File: config.mk
export PLATFORM = sky130hd
export DESIGN_NAME = mem_test_master
export DESIGN_NICKNAME = d
export VERILOG_FILES = /design/src/rtl/mem_test_master.sv
export SDC_FILE = /design/constraint.sdc
export NUM_CORES = 1
export LEC_CHECK = 0
export ABC_AREA = 1
export ABC_CLOCK_PERIOD_IN_PS = 3000
export CAP_MARGIN = 15
export CORE_MARGIN = 3
export CORE_UTILIZATION = 35
export CTS_CLUSTER_DIAMETER = 80
export DETAILED_ROUTE_END_ITERATION = 10
export DONT_BUFFER_PORTS = 1
export PLACE_DENSITY = 0.59
export REMOVE_ABC_BUFFERS = 1
export SYNTH_ARGS = -nofsm -noshare
export SYNTH_HDL_FRONTEND = slang
export SYNTH_SLANG_ARGS = --single-unit
File: constraint.sdc
create_clock -name clk -period 3 [get_ports clk]
set_input_delay 0.45 -clock clk [delete_from_list [all_inputs] [get_ports clk]]
set_output_delay 0.45 -clock clk [all_outputs]
set_load 0.005 [all_outputs]
File: src/rtl/mem_test_master.sv
// Memory self-test initiator: four-phase write/read-compare over 0..MEM_SIZE-1.
// Optional response watchdog enabled by defining MEM_TEST_TIMEOUT_EN.
module mem_test_master #(
    parameter int ADDR_WIDTH     = 4,
    parameter int DATA_WIDTH     = 32,
    parameter int MEM_SIZE       = 16,
    parameter int TIMEOUT_CYCLES = 64
) (
    input  logic                  clk,
    input  logic                  reset,
    input  logic                  start,
    input  logic [DATA_WIDTH-1:0] seed,
    output logic                  wr,
    output logic                  rd,
    output logic [ADDR_WIDTH-1:0] addr,
    output logic [DATA_WIDTH-1:0] wdata,
    input  logic [DATA_WIDTH-1:0] rdata,
    input  logic                  response,
    output logic                  busy,
    output logic                  done,
    output logic                  pass,
    output logic [15:0]           err_count,
    output logic [ADDR_WIDTH-1:0] first_err_addr,
    output logic                  timeout
);

    localparam logic [2:0] IDLE = 3'd0;
    localparam logic [2:0] REQ  = 3'd1;
    localparam logic [2:0] WAIT = 3'd2;
    localparam logic [2:0] GAP  = 3'd3;
    localparam logic [2:0] DONE = 3'd4;

    localparam logic [ADDR_WIDTH-1:0] LAST_ADDR = ADDR_WIDTH'(MEM_SIZE - 1);

    logic [2:0]            state;
    logic [1:0]            phase;
    logic [ADDR_WIDTH-1:0] a;
    logic [DATA_WIDTH-1:0] s;
    logic [DATA_WIDTH-1:0] pattern;
    logic [DATA_WIDTH-1:0] expected;
    logic                  req_active;
    logic                  accept;
    logic                  wd_expire;

    // Even phases write, odd phases read; phases 2/3 use the inverted pattern.
    assign pattern    = s + DATA_WIDTH'(a);
    assign expected   = phase[1] ? ~pattern : pattern;
    assign req_active = (state == REQ) || (state == WAIT);
    assign accept     = start && ((state == IDLE) || (state == DONE));

    assign wr    = req_active && !phase[0];
    assign rd    = req_active && phase[0];
    assign addr  = a;
    assign wdata = wr ? expected : '0;

`ifdef MEM_TEST_TIMEOUT_EN
    localparam int WD_W = $clog2(TIMEOUT_CYCLES + 1);

    logic [WD_W-1:0] wd_cnt;
    logic            timeout_q;

    // Expires on the WAIT cycle whose increment would reach the limit.
    assign wd_expire = (wd_cnt == WD_W'(TIMEOUT_CYCLES - 1));
    assign timeout   = timeout_q;

    always_ff @(posedge clk) begin
        if (reset) begin
            wd_cnt    <= '0;
            timeout_q <= 1'b0;
        end else begin
            if (state == REQ)
                wd_cnt <= '0;
            else if (state == WAIT && !response)
                wd_cnt <= wd_cnt + 1'b1;

            if (accept)
                timeout_q <= 1'b0;
            else if (state == WAIT && !response && wd_expire)
                timeout_q <= 1'b1;
        end
    end
`else
    assign wd_expire = 1'b0;
    assign timeout   = 1'b0;
`endif

    always_ff @(posedge clk) begin
        if (reset) begin
            state          <= IDLE;
            phase          <= '0;
            a              <= '0;
            s              <= '0;
            busy           <= 1'b0;
            done           <= 1'b0;
            pass           <= 1'b0;
            err_count      <= '0;
            first_err_addr <= '0;
        end else begin
            case (state)
                IDLE, DONE: begin
                    if (accept) begin
                        s              <= seed;
                        phase          <= '0;
                        a              <= '0;
                        busy           <= 1'b1;
                        done           <= 1'b0;
                        pass           <= 1'b0;
                        err_count      <= '0;
                        first_err_addr <= '0;
                        state          <= REQ;
                    end
                end
                REQ: state <= WAIT;
                WAIT: begin
                    if (response) begin
                        if (phase[0] && (rdata != expected)) begin
                            if (err_count != 16'hFFFF)
                                err_count <= err_count + 16'd1;
                            if (err_count == 16'd0)
                                first_err_addr <= a;
                        end
                        state <= GAP;
                    end else if (wd_expire) begin
                        busy  <= 1'b0;
                        done  <= 1'b1;
                        pass  <= 1'b0;
                        state <= DONE;
                    end
                end
                GAP: begin
                    if (a == LAST_ADDR) begin
                        a <= '0;
                        if (phase == 2'd3) begin
                            busy  <= 1'b0;
                            done  <= 1'b1;
                            pass  <= (err_count == 16'd0);
                            state <= DONE;
                        end else begin
                            phase <= phase + 2'd1;
                            state <= REQ;
                        end
                    end else begin
                        a     <= a + 1'b1;
                        state <= REQ;
                    end
                end
                default: state <= IDLE;
            endcase
        end
    end

endmodule

After elaboration in Yosys (flattened, before gate mapping) --
Index checks and enable logic that the tools add are counted.
Cells by class: bitwise operators 1, mux-type cells 34, reductions and logical operators 19, equality and inequality tests 16, add/subtract/negate cells 4
Operators with widths (number):
- 16-bit two-way mux | 4
- 32-bit two-way mux | 2
- 32-bit by 4-bit adder with 32-bit output | 1
- 32-bit inequality test | 1
- 32-bit NOT | 1
- 16-bit one-hot mux with 2 select lines | 1
- 4-bit two-way mux | 5
- 16-bit by 1-bit adder with 16-bit output, second input constant | 1
- 16-bit zero test | 1
- 16-bit inequality test, second input constant | 1
- 4-bit one-hot mux with 2 select lines | 2
- 3-bit two-way mux | 4
- 3-bit one-hot mux with 4 select lines | 1
- 2-bit inequality test, second input constant | 5
- 5-bit AND reduction | 2
- 1-bit two-way mux | 8
- 4-bit AND reduction | 2
- 3-bit by 2-bit == test with 1-bit output, second input constant | 2
- 2-bit two-way mux | 3
- 2-bit by 1-bit inequality test with 1-bit output, second input constant | 3
- 1-bit one-hot mux with 2 select lines | 3
- 2-bit AND reduction | 3
- 4-bit by 1-bit adder with 4-bit output, second input constant | 1
- 4-bit == test, second input constant | 1
- 11 further kinds | 16
Storage, ports and cells: word-level logic and storage cells 83, bits of input ports 68, bits in registers 64, output and inout bits 62

Logic depth before layout (Yosys ltp) --
Gate-level depths: netlist of the first run.
depth in word-level cells 8, depth in mapped cells 24, mapped depth without buffers 23

Worst setup path after synthesis of the first run --
OpenSTA, ideal clock, no wires.
path type register to register, start point register a[0] (netlist: addr[0]), end point register err_count[12], cell stages (with the launch flop) 25, required time 2.887 ns, buffers on the path 1, setup slack 0.254 ns, arrival 2.633 ns, clock period less this slack 2.746 ns, library setup time 0.113 ns, cell sequence dfxtp_1 -> ha_1 -> inv_1 -> fa_1 -> inv_1 -> nand3_1 -> nand2_1 -> nand3_4 -> clkinv_2 -> nand3_1 -> nand2_1 -> nand2_1 -> nand2_1 -> nand2_1 -> nor2_1 -> nand2_1 -> nor2_1 -> nand3_1 -> nand2_1 -> nand2_4 -> nand3_4 -> buf_8 -> nand2_1 -> nand2_1 -> nor2_1
Between the ends: cells in the longest elaborated chain, start to end 7
Ends and longest elaborated chain:
- start, declared | RTL line 37 | logic [ADDR_WIDTH-1:0] a;
- start signal, assigned | RTL line 143 | a <= a + 1'b1;
- 32-bit by 4-bit adder with 32-bit output * | RTL line 46 | assign pattern = s + DATA_WIDTH'(a);
- 32-bit NOT | RTL line 47 | assign expected = phase[1] ? ~pattern : pattern;
- 32-bit two-way mux * | RTL line 47
- 32-bit inequality test * | RTL line 116 | if (phase[0] && (rdata != expected)) begin
- 1-bit logical AND * | RTL line 116
- 2-bit by 1-bit inequality test with 1-bit output (no source line) *
- 5-bit AND reduction (no source line) *
- end signal, assigned | RTL line 118 | err_count <= err_count + 16'd1;
- end, declared | RTL line 22 | output logic [15:0] err_count,
Mark *: on every way between the ends. The rest lies on a longest branch, timed or not. A chain may end at the register's enable or synchronous reset.

Final worst setup path of the first run --
start point register s[0], end point register err_count[6]
Between the ends: cells in the longest elaborated chain, start to end 7
Ends and longest elaborated chain:
- start, declared | RTL line 38 | logic [DATA_WIDTH-1:0] s;
- start signal, assigned | RTL line 92 | s <= '0;
- start signal, assigned | RTL line 102 | s <= seed;
- 32-bit by 4-bit adder with 32-bit output * | RTL line 46
- 32-bit NOT | RTL line 47
- 32-bit two-way mux * | RTL line 47
- 32-bit inequality test * | RTL line 116
- 1-bit logical AND * | RTL line 116
- 2-bit by 1-bit inequality test with 1-bit output (no source line) *
- 5-bit AND reduction (no source line) *
Marked as above.

==> impl_metrics.env, run 1 <==
export IMPL_status="finished, final reports clean"
export IMPL_postSynthCellCount=890
export IMPL_synth_seq_cells=64
export IMPL_fill_cells=1582
export IMPL_vias_per_cell=4.91
export IMPL_clkPwrFrac_pct=20.9
export IMPL_ys_dominant_reg_cell="dfxtp_1"
export IMPL_relSlewSlack_pct=35.3
export IMPL_slowest_delay_ns=0.39
export IMPL_synth_seq_area_share_pct=24.5
export IMPL_critical_path_buf_inv_count=4
export IMPL_drive_gt1_share_pct=10.2
export IMPL_synthTopCellsByArea="dfxtp_1 24%, nand2_1 16%, nor2_1 12%, inv_1 8.0%, nand3_1 5.8%"
export IMPL_wl_per_cell_um=14.2
export IMPL_core_um2=14600
export IMPL_finalCritPeriodShare_pct=94.8
export IMPL_grt_antenna_before_repair=2
export IMPL_final_area_um2=5930
export IMPL_critPathRequiredTime_ns=3.27
export IMPL_grt_max_degree=48
export IMPL_via_count=5332
export IMPL_fin_worst_skew_ns=0.00817
export IMPL_clkSlewWorstSetupHoldPaths_ns=0.06
export IMPL_crit_family="simple AND/OR/NAND/NOR gates"
export IMPL_start_util_pct=35.9
export IMPL_setup_viol=0
export IMPL_drv_slew=0
export IMPL_num_antenna_cells=0
export IMPL_syn_area_per_cell_um2=5.89
export IMPL_drv_cap=0
export IMPL_hold_class="primary input to register"
export IMPL_die_w_um=128
export IMPL_yosys_warnings=0
export IMPL_min_period_ns=2.84
export IMPL_p_sw_share_pct=46.6
export IMPL_seq_area_um2=1280
export IMPL_chipHeight_um=128
export IMPL_cts_sinks=64
export IMPL_root_buffer="clkbuf_16"
export IMPL_final_core_utilization_pct=40.7
export IMPL_first_pass_iters=5
export IMPL_switching_power_mw=2.55
export IMPL_grt_pass1_wl_mm=24.5
export IMPL_path_depth=21
export IMPL_hold_viol=0
export IMPL_crit_type="register to register"
export IMPL_pwr_density_cell_nw_per_um2=922
export IMPL_area_growth_pct=13.3
export IMPL_grt_pass1_vias=4726
export IMPL_io_pins=130
export IMPL_crit_chain="ha_4, inv_2, fa_2, inv_2, nand3_2, nand2_4, nand3_4, inv_6, nand4_1, nand3_1, nand2_1, nor2_1, nand2_1, nor2_2, nand3_2, nand2_2, nand2_4, buf_4, nand4_1, nand2_1, nor2_1"
export IMPL_async_reset_ff_share_pct=0
export IMPL_ir_drop_mv=0.376
export IMPL_remaining_drc_errors=0
export IMPL_placed_area_um2=5460
export IMPL_num_rows=44
export IMPL_io_buffers=0
export IMPL_insertion_delay_ns=0.33
export IMPL_holdPathStages=1
export IMPL_die_area_um2=16500
export IMPL_power_total_mw=5.47
export IMPL_gp_congestion=0.880
export IMPL_tightest_slew_ns=0.970
export IMPL_yosysUniqueCellTypes=42
export IMPL_intPower_mw=2.92
export IMPL_power_frac_comb_pct=50.3
export IMPL_synth_edff_count=0
export IMPL_routed_wl_mm=15.5
export IMPL_holdBufCountCts=0
export IMPL_h_tree_depth=3
export IMPL_ant_nets=0
export IMPL_grt_setup_unrepaired="yes"
export IMPL_clk_path_buf_depth=2
export IMPL_arrival_ns=3.12
export IMPL_cp_slowest_cell="fa_2"
export IMPL_pwr_share_seq_pct=28.8
export IMPL_dp_final_hpwl_mm=11.9
export IMPL_worstRegToRegCells=21
export IMPL_synth_top_area_share_pct=24.5
export IMPL_cp_max_fo=7
export IMPL_multiInputGateArea_um2=3450
export IMPL_total_leakage_power_nw=2.81
export IMPL_gr_total_overflow=0
export IMPL_synth_area_um2=5240
export IMPL_cts_tree="built"
export IMPL_end_kind="register"
export IMPL_drtIter0Drc=338
export IMPL_grt_usage_pct=18.5
export IMPL_final_nets=975
export IMPL_synth_area_leader_cell="dfxtp_1"
export IMPL_cp_common_cell="nand2_1"
export IMPL_worst_setup_path_start_kind="register"
export IMPL_clock_fmax_mhz=352
export IMPL_numCtsBuffers=9
[what timing repair did]
action | in CTS | in global routing
cloned | 1 | 0
pin swaps | 1 | 13
resized for setup | 2 | 24
buffers inserted | 0 | 6
endpoints found under the setup margin | 20 | 20
[power by group through the flow]
| stage | clock network, mW | registers [mW] | logic, mW |
|---|---|---|---|
| after global placement | 0 | 1.59 | 2.67 |
| after floorplan | 0 | 1.47 | 2.07 |
| final | 1.14 | 1.58 | 2.76 |
| after CTS | 1.17 | 1.57 | 2.72 |
| after global routing | 1.20 | 1.63 | 3.20 |
| after detailed placement | 0 | 1.59 | 2.69 |
[cells by family (layout without fill, tap and decap cells)]
group / Yosys count / in the layout / synth area share, %
compound gates: 89 / 89 / 8.96
fa+ha+maj: 9 / 9 / 2.29
xor+xnor: 43 / 43 / 7.71
other cells: 1 / 1 / 0.0716
buf+inv: 145 / 157 / 11.3
flops: 64 / 64 / 24.5
simple gates: 539 / 540 / 45.2
[cell type report]
cell class                      instances  share of cell area (%)
Clock inverter                          6                    1.52
Inverter                              118                    7.55
Tap cell                              184                    3.88
Clock buffer                           10                    4.03
Timing Repair Buffer                   23                    3.18
Multi-Input combinational cell        682                    58.2
Sequential cell                        64                    21.7
[metrics by stage]
| step | setup slack (ns) | hold slack (ns) | TNS (ns) | instances |
|---|---|---|---|---|
| after floorplan | -0.812 | 0.453 | -22.54 | 863 |
| after global placement | -0.0536 | 0.471 | -0.574 | 1064 |
| after detailed placement | -0.113 | 0.477 | -1.60 | 1064 |
| after CTS | 0.000408 | 0.165 | 0 | 1081 |
| after global routing | -0.0359 | 0.166 | -0.139 | 1087 |
| final | 0.156 | 0.180 | 0 | 1087 |
[worst reg2reg max path, stage by stage, from the launching register on]
cell	delay [ns]
dfxtp_2	0.35
ha_4	0.14
inv_2	0.04
fa_2	0.39
inv_2	0.09
nand3_2	0.09
nand2_4	0.10
nand3_4	0.10
inv_6	0.10
nand4_1	0.14
nand3_1	0.13
nand2_1	0.07
nor2_1	0.12
nand2_1	0.08
nor2_2	0.14
nand3_2	0.12
nand2_2	0.10
nand2_4	0.09
buf_4	0.18
nand4_1	0.07
nand2_1	0.06
nor2_1	0.09
[state kept, by name, summed over array words and instances (netlist names), 2 cells and up]
signal and cells:
s 32, state 3, addr 4, err_count 16
first_err_addr 4, phase 2
[metal layers]
metal	GRT usage [%]	vias to the layer above	share of wire, %
li1	-	2846	-
met1	23.9	2333	44
met2	29.9	128	46
met3	5.65	21	8.1
met4	5.18	4	1.7
met5	0	-	0.17
[cell usage after synthesis (all sizes together), types with 2 or more instances]
cell	n
nor3	7
ha	8
clkbuf	14
nand4	36
a21oi	37
xnor2	21
xnor3	2
buf	13
inv	115
nand3	67
xor2	20
nor4	4
dfxtp	64
nor2	178
o21ai	46
or2	5
clkinv	3
nand2	231
a211oi	2
nand3b	10
[path summary, 6_finish.rpt]
check                        start                   endpoint  slack, ns
max              s[0]$_SDFFE_PP0P_  err_count[6]$_SDFFE_PP0P_       0.16
min reg2reg  state[2]$_SDFFE_PP0P_      state[2]$_SDFFE_PP0P_       0.48
min                          reset       addr[3]$_SDFFE_PP0P_       0.18
max reg2reg      s[0]$_SDFFE_PP0P_  err_count[6]$_SDFFE_PP0P_       0.16
[cell usage in the layout (no fill, tap or decap), types with 3 or more instances in the layout]
cell type	count
dfxtp_2	3
nand3_2	8
nand3b_1	10
nor2_1	167
a21oi_1	37
xnor2_1	21
clkbuf_16	9
inv_2	5
nor4_1	4
nor2_2	10
nand4_1	36
o21ai_0	43
ha_1	7
dfxtp_1	61
or2_2	4
nor3_1	7
nand2_1	218
nand2_2	9
buf_4	21
xor2_1	20
nand2_4	4
inv_1	110
nand3_1	57
o21ai_2	3
nand3_4	3
(Power assumes the default switching activity.)
==> inputs of run 2 (changes only) <==
Settings changed: CORE_ASPECT_RATIO from default to 1.25, GPL_TIMING_DRIVEN from default to 1.
==> impl_metrics.env, run 2 (synthesized netlist as in run 1, its figures left out) <==
export IMPL_status="finished, final reports clean"
export IMPL_multiInputGateArea_um2=3490
export IMPL_worst_setup_path_start_kind="register"
export IMPL_critPathRequiredTime_ns=3.22
export IMPL_slowest_delay_ns=0.39
export IMPL_crit_chain="ha_4, inv_2, fa_2, inv_2, nand3_2, nand2_4, nand3_4, inv_4, nand3_2, nand2_2, nand2_1, nand2_1, nand2_1, nor2_2, nand2_1, nor2_2, nand3_2, nand2_2, nand2_4, nand3_2, nand2_1, nand2_1, nor2_1"
export IMPL_clk_path_buf_depth=2
export IMPL_area_growth_pct=15.9
export IMPL_setup_tns_ns=0
export IMPL_routed_wl_mm=15.7
export IMPL_dp_final_hpwl_mm=12.1
export IMPL_chipHeight_um=143
export IMPL_power_frac_comb_pct=52.3
export IMPL_fill_cells=1554
export IMPL_grt_pass1_wl_mm=24.0
export IMPL_insertion_delay_ns=0.33
export IMPL_core_um2=14500
export IMPL_remaining_drc_errors=0
export IMPL_relSlewSlack_pct=36.5
export IMPL_cp_common_cell="nand2_1"
export IMPL_final_cell_count_no_fill=1097
export IMPL_place_inst=1070
export IMPL_setup_viol=0
export IMPL_grt_setup_unrepaired="yes"
export IMPL_grt_usage_pct=18.2
export IMPL_largest_register="s"
export IMPL_grt_max_degree=34
export IMPL_total_leakage_power_nw=2.89
export IMPL_die_area_um2=16500
export IMPL_clkPwrFrac_pct=19.5
export IMPL_pwr_density_cell_nw_per_um2=904
export IMPL_arrival_ns=3.06
export IMPL_ant_nets=0
export IMPL_vias_per_cell=4.87
export IMPL_drv_slew=0
export IMPL_gp_congestion=0.854
export IMPL_gr_total_overflow=0
export IMPL_cp_max_fo=8
export IMPL_pre_cts_ws_ns=-0.169
export IMPL_num_rows=49
export IMPL_io_buffers=0
export IMPL_cts_tree="built"
export IMPL_clock_fmax_mhz=352
export IMPL_fin_ws_ns=0.163
export IMPL_final_common_cell="nand2_1"
export IMPL_crit_type="register to register"
export IMPL_ir_drop_mv=0.329
export IMPL_drtIter0Drc=228
export IMPL_min_period_ns=2.84
export IMPL_h_tree_depth=3
export IMPL_first_pass_iters=6
export IMPL_clkSlewWorstSetupHoldPaths_ns=0.06
export IMPL_pwr_share_seq_pct=28.2
export IMPL_drv_cap=0
export IMPL_p_sw_share_pct=46.5
export IMPL_wl_per_cell_um=14.3
export IMPL_drive_gt1_share_pct=12.3
export IMPL_numCtsBuffers=9
export IMPL_via_count=5346
export IMPL_cp_slowest_cell="fa_2"
export IMPL_start_util_pct=36.1
export IMPL_intPower_mw=2.94
export IMPL_finalCritPeriodShare_pct=94.6
export IMPL_die_w_um=115
export IMPL_io_pins=130
export IMPL_grt_pass1_vias=4917
export IMPL_final_cell_mix="217 x nand2_1, 165 x nor2_1, 110 x inv_1, 61 x dfxtp_1, 55 x nand3_1"
export IMPL_switching_power_mw=2.55
export IMPL_final_nets=991
export IMPL_root_buffer="clkbuf_16"
export IMPL_largest_reg_flops=32
export IMPL_fin_worst_skew_ns=0.00818
export IMPL_hold_class="primary input to register"
export IMPL_tightest_slew_ns=0.951
export IMPL_end_kind="register"
export IMPL_num_antenna_cells=0
export IMPL_hold_viol=0
export IMPL_grt_antenna_before_repair=0
export IMPL_reg_largest_list="s x32, err_count x16"
export IMPL_cts_sinks=64
export IMPL_seq_area_um2=1280
[run 2: layout make-up]
class	instances	share of cell area, %
tap	178	3.67
clock buffer	11	4.16
multi-input combinational	682	57.4
timing repair buffer	39	5.36
inverter	118	7.33
clock inverter	5	0.906
sequential	64	21.2
[run 2: timing repair]
item | in CTS | in global routing
pin swaps | 0 | 15
resized for setup | 5 | 28
cloned | 1 | 0
hold buffers | 0 | 0
setup buffers | 0 | 10
endpoints found under the setup margin | 20 | 20
[run 2: metrics by stage]
step           cell area [µm²]  power (mW)  hold slack (ns)  util, %
2_1_floorplan             5090        3.54            0.453        -
3_3_place_gp              5560        4.32            0.474     38.2
3_5_place_dp              5560        4.35            0.477     38.2
4_1_cts                   5890        5.48            0.165     40.5
5_1_grt                   6070        6.01            0.166     41.8
6_report                  6070        5.49            0.180     41.8
[run 2: critical path: cells and delay by family, from the launching register on]
family        cells  cell delay (ns)
fa+ha+maj         2             0.53
buf+inv           3             0.22
flops             1             0.35
simple gates     18             1.61
[run 2: layer usage]
| metal | global-route usage (%) | vias to the layer above | wire, µm |
|---|---|---|---|
| li1 | - | 2873 | - |
| met1 | 20.4 | 2344 | 6380 |
| met2 | 33.4 | 118 | 8000 |
| met3 | 4.62 | 11 | 1090 |
| met4 | 5.93 | 0 | 214 |
| met5 | 0 | - | 0 |
[run 2: final timing paths]
check | end | slack [ns] | from | cells past startpoint
min | addr[3]$_SDFFE_PP0P_ | 0.18 | reset | 1
max | first_err_addr[1]$_SDFFE_PP0P_ | 0.16 | s[0]$_SDFFE_PP0P_ | 23
max reg2reg | first_err_addr[1]$_SDFFE_PP0P_ | 0.16 | s[0]$_SDFFE_PP0P_ | 23
min reg2reg | done$_SDFFE_PP0P_ | 0.49 | done$_SDFFE_PP0P_ | 2
[run 2: power by group through the flow]
stage / combinational (mW) / sequential, mW / clock, mW
final: 2.87 / 1.55 / 1.07
after global routing: 3.29 / 1.59 / 1.13
after CTS: 2.83 / 1.55 / 1.10
after detailed placement: 2.79 / 1.56 / 0
after global placement: 2.76 / 1.56 / 0
after floorplan: 2.07 / 1.47 / 0
==> inputs of run 3 (changes only) <==
Settings changed: CORE_UTILIZATION 35 to 47, PLACE_DENSITY 0.59 to 0.72.
==> impl_metrics.env, run 3 (synthesized netlist as in run 1, its figures left out) <==
export IMPL_die_w_um=100
export IMPL_remaining_drc_errors=0
export IMPL_num_antenna_cells=0
export IMPL_fin_worst_skew_ns=0.00678
export IMPL_core_um2=10700
export IMPL_finalCritPeriodShare_pct=97.2
export IMPL_switching_power_mw=2.53
export IMPL_fill_cells=1134
export IMPL_tightest_slew_ns=0.970
export IMPL_relSlewSlack_pct=35.3
export IMPL_wl_per_cell_um=14.1
export IMPL_setup_viol=0
export IMPL_crit_type="register to register"
export IMPL_grt_pass1_vias=4847
export IMPL_root_buffer="clkbuf_16"
export IMPL_io_buffers=0
export IMPL_drv_cap=0
export IMPL_ir_drop_mv=0.484
export IMPL_hold_class="primary input to register"
export IMPL_holdWs_ns=0.179
export IMPL_critPathRequiredTime_ns=3.26
export IMPL_grt_usage_pct=22.9
export IMPL_placed_area_um2=5450
export IMPL_final_cell_mix="214 x nand2_1, 164 x nor2_1, 110 x inv_1, 61 x dfxtp_1, 55 x nand3_1"
export IMPL_final_common_cell="nand2_1"
export IMPL_seq_area_um2=1290
export IMPL_clk_path_buf_depth=2
export IMPL_grt_max_degree=40
export IMPL_largest_register="s"
export IMPL_place_inst=1019
export IMPL_pre_cts_ws_ns=-0.128
export IMPL_arrival_ns=3.18
export IMPL_fin_ws_ns=0.0831
export IMPL_gp_congestion=0.925
export IMPL_vias_per_cell=5.16
export IMPL_drive_gt1_share_pct=11.6
export IMPL_pwr_share_seq_pct=28.6
export IMPL_end_kind="register"
export IMPL_power_frac_comb_pct=52.4
export IMPL_final_cell_count_no_fill=1040
export IMPL_dp_final_hpwl_mm=11.1
export IMPL_clkSlewWorstSetupHoldPaths_ns=0.06
export IMPL_cp_max_fo=8
export IMPL_final_nets=981
export IMPL_io_pins=130
export IMPL_grt_pass1_wl_mm=23.0
export IMPL_drv_slew=0
export IMPL_gr_total_overflow=0
export IMPL_status="finished, final reports clean"
export IMPL_num_rows=42
export IMPL_chipHeight_um=124
export IMPL_drtIter0Drc=230
export IMPL_setup_tns_ns=0
export IMPL_grt_antenna_before_repair=0
export IMPL_start_util_pct=48.9
export IMPL_total_leakage_power_nw=2.85
export IMPL_clock_fmax_mhz=343
export IMPL_first_pass_iters=4
export IMPL_h_tree_depth=3
export IMPL_min_period_ns=2.92
export IMPL_largest_reg_flops=32
export IMPL_ant_nets=0
export IMPL_area_growth_pct=13.5
export IMPL_cts_tree="built"
export IMPL_multiInputGateArea_um2=3530
export IMPL_pwr_density_cell_nw_per_um2=911
export IMPL_numCtsBuffers=9
export IMPL_r2r_setup_slack_ns=0.08
export IMPL_grt_setup_unrepaired="yes"
export IMPL_reg_largest_list="s x32, err_count x16"
export IMPL_insertion_delay_ns=0.33
export IMPL_routed_wl_mm=14.7
export IMPL_intPower_mw=2.88
export IMPL_hold_viol=0
export IMPL_die_area_um2=12500
export IMPL_clkPwrFrac_pct=19.0
export IMPL_final_area_um2=5950
export IMPL_p_sw_share_pct=46.8
export IMPL_via_count=5368
export IMPL_cts_sinks=64
export IMPL_worst_setup_path_start_kind="register"
-- run 3: worst max-delay path, cell delays in order, from the launching register on --
cell and delay (ns):
dfxtp_4 0.36, ha_4 0.15, inv_4 0.03, fa_2 0.42, inv_2 0.09, buf_6 0.10
nand2_2 0.06, nand2_4 0.11, nand2_4 0.07, nor2_4 0.12, nand3_2 0.11, nand3_2 0.09
nand2_1 0.05, nor2_1 0.13, nand2_1 0.09, nor2_2 0.16, nand3_2 0.13, nand2_4 0.10
nand2_8 0.09, buf_4 0.16, nand4_1 0.06, nand2_1 0.06, nor2_1 0.11
-- run 3: final timing paths --
path                                        start                        end  depth (start not counted)
worst max register to register  s[0]$_SDFFE_PP0P_  err_count[9]$_SDFFE_PP0P_                         22
worst min register to register  done$_SDFFE_PP0P_          done$_SDFFE_PP0P_                          2
worst max-delay path            s[0]$_SDFFE_PP0P_  err_count[9]$_SDFFE_PP0P_                         22
worst min-delay path                        reset          done$_SDFFE_PP0P_                          1
-- run 3: repair_timing --
item | in CTS | in global routing
pin swaps | 0 | 19
buffers inserted | 0 | 4
setup endpoints to repair | 20 | 20
resized for setup | 4 | 39
hold buffers | 0 | 0
cloned | 1 | 1
-- run 3: through the flow --
stage	power [mW]	util, %
after CTS	5.33	53.7
after global routing	5.96	55.5
after detailed placement	4.26	50.8
after floorplan	3.54	-
final	5.42	55.5
after global placement	4.21	50.8
-- run 3: power by group through the flow --
stage / logic [mW] / registers [mW] / clock network (mW)
5_1_grt: 3.29 / 1.59 / 1.08
3_3_place_gp: 2.67 / 1.54 / 0
6_report: 2.84 / 1.55 / 1.03
3_5_place_dp: 2.71 / 1.55 / 0
2_1_floorplan: 2.07 / 1.47 / 0
4_1_cts: 2.75 / 1.53 / 1.05
-- run 3: metal layers --
| layer | routed length [µm] | GRT usage, % | vias up |
|---|---|---|---|
| li1 | - | - | 2863 |
| met1 | 6200 | 28.1 | 2338 |
| met2 | 7060 | 39.2 | 150 |
| met3 | 1180 | 6.05 | 17 |
| met4 | 239 | 6.66 | 0 |
| met5 | 0 | 0 | - |
-- run 3: area by class of cell --
type / instances / share of cell area, %
Inverter: 118 / 7.53
Clock buffer: 11 / 4.08
Sequential cell: 64 / 21.6
Tap cell: 132 / 2.78
Clock inverter: 4 / 0.757
Timing Repair Buffer: 28 / 3.87
Multi-Input combinational cell: 683 / 59.3
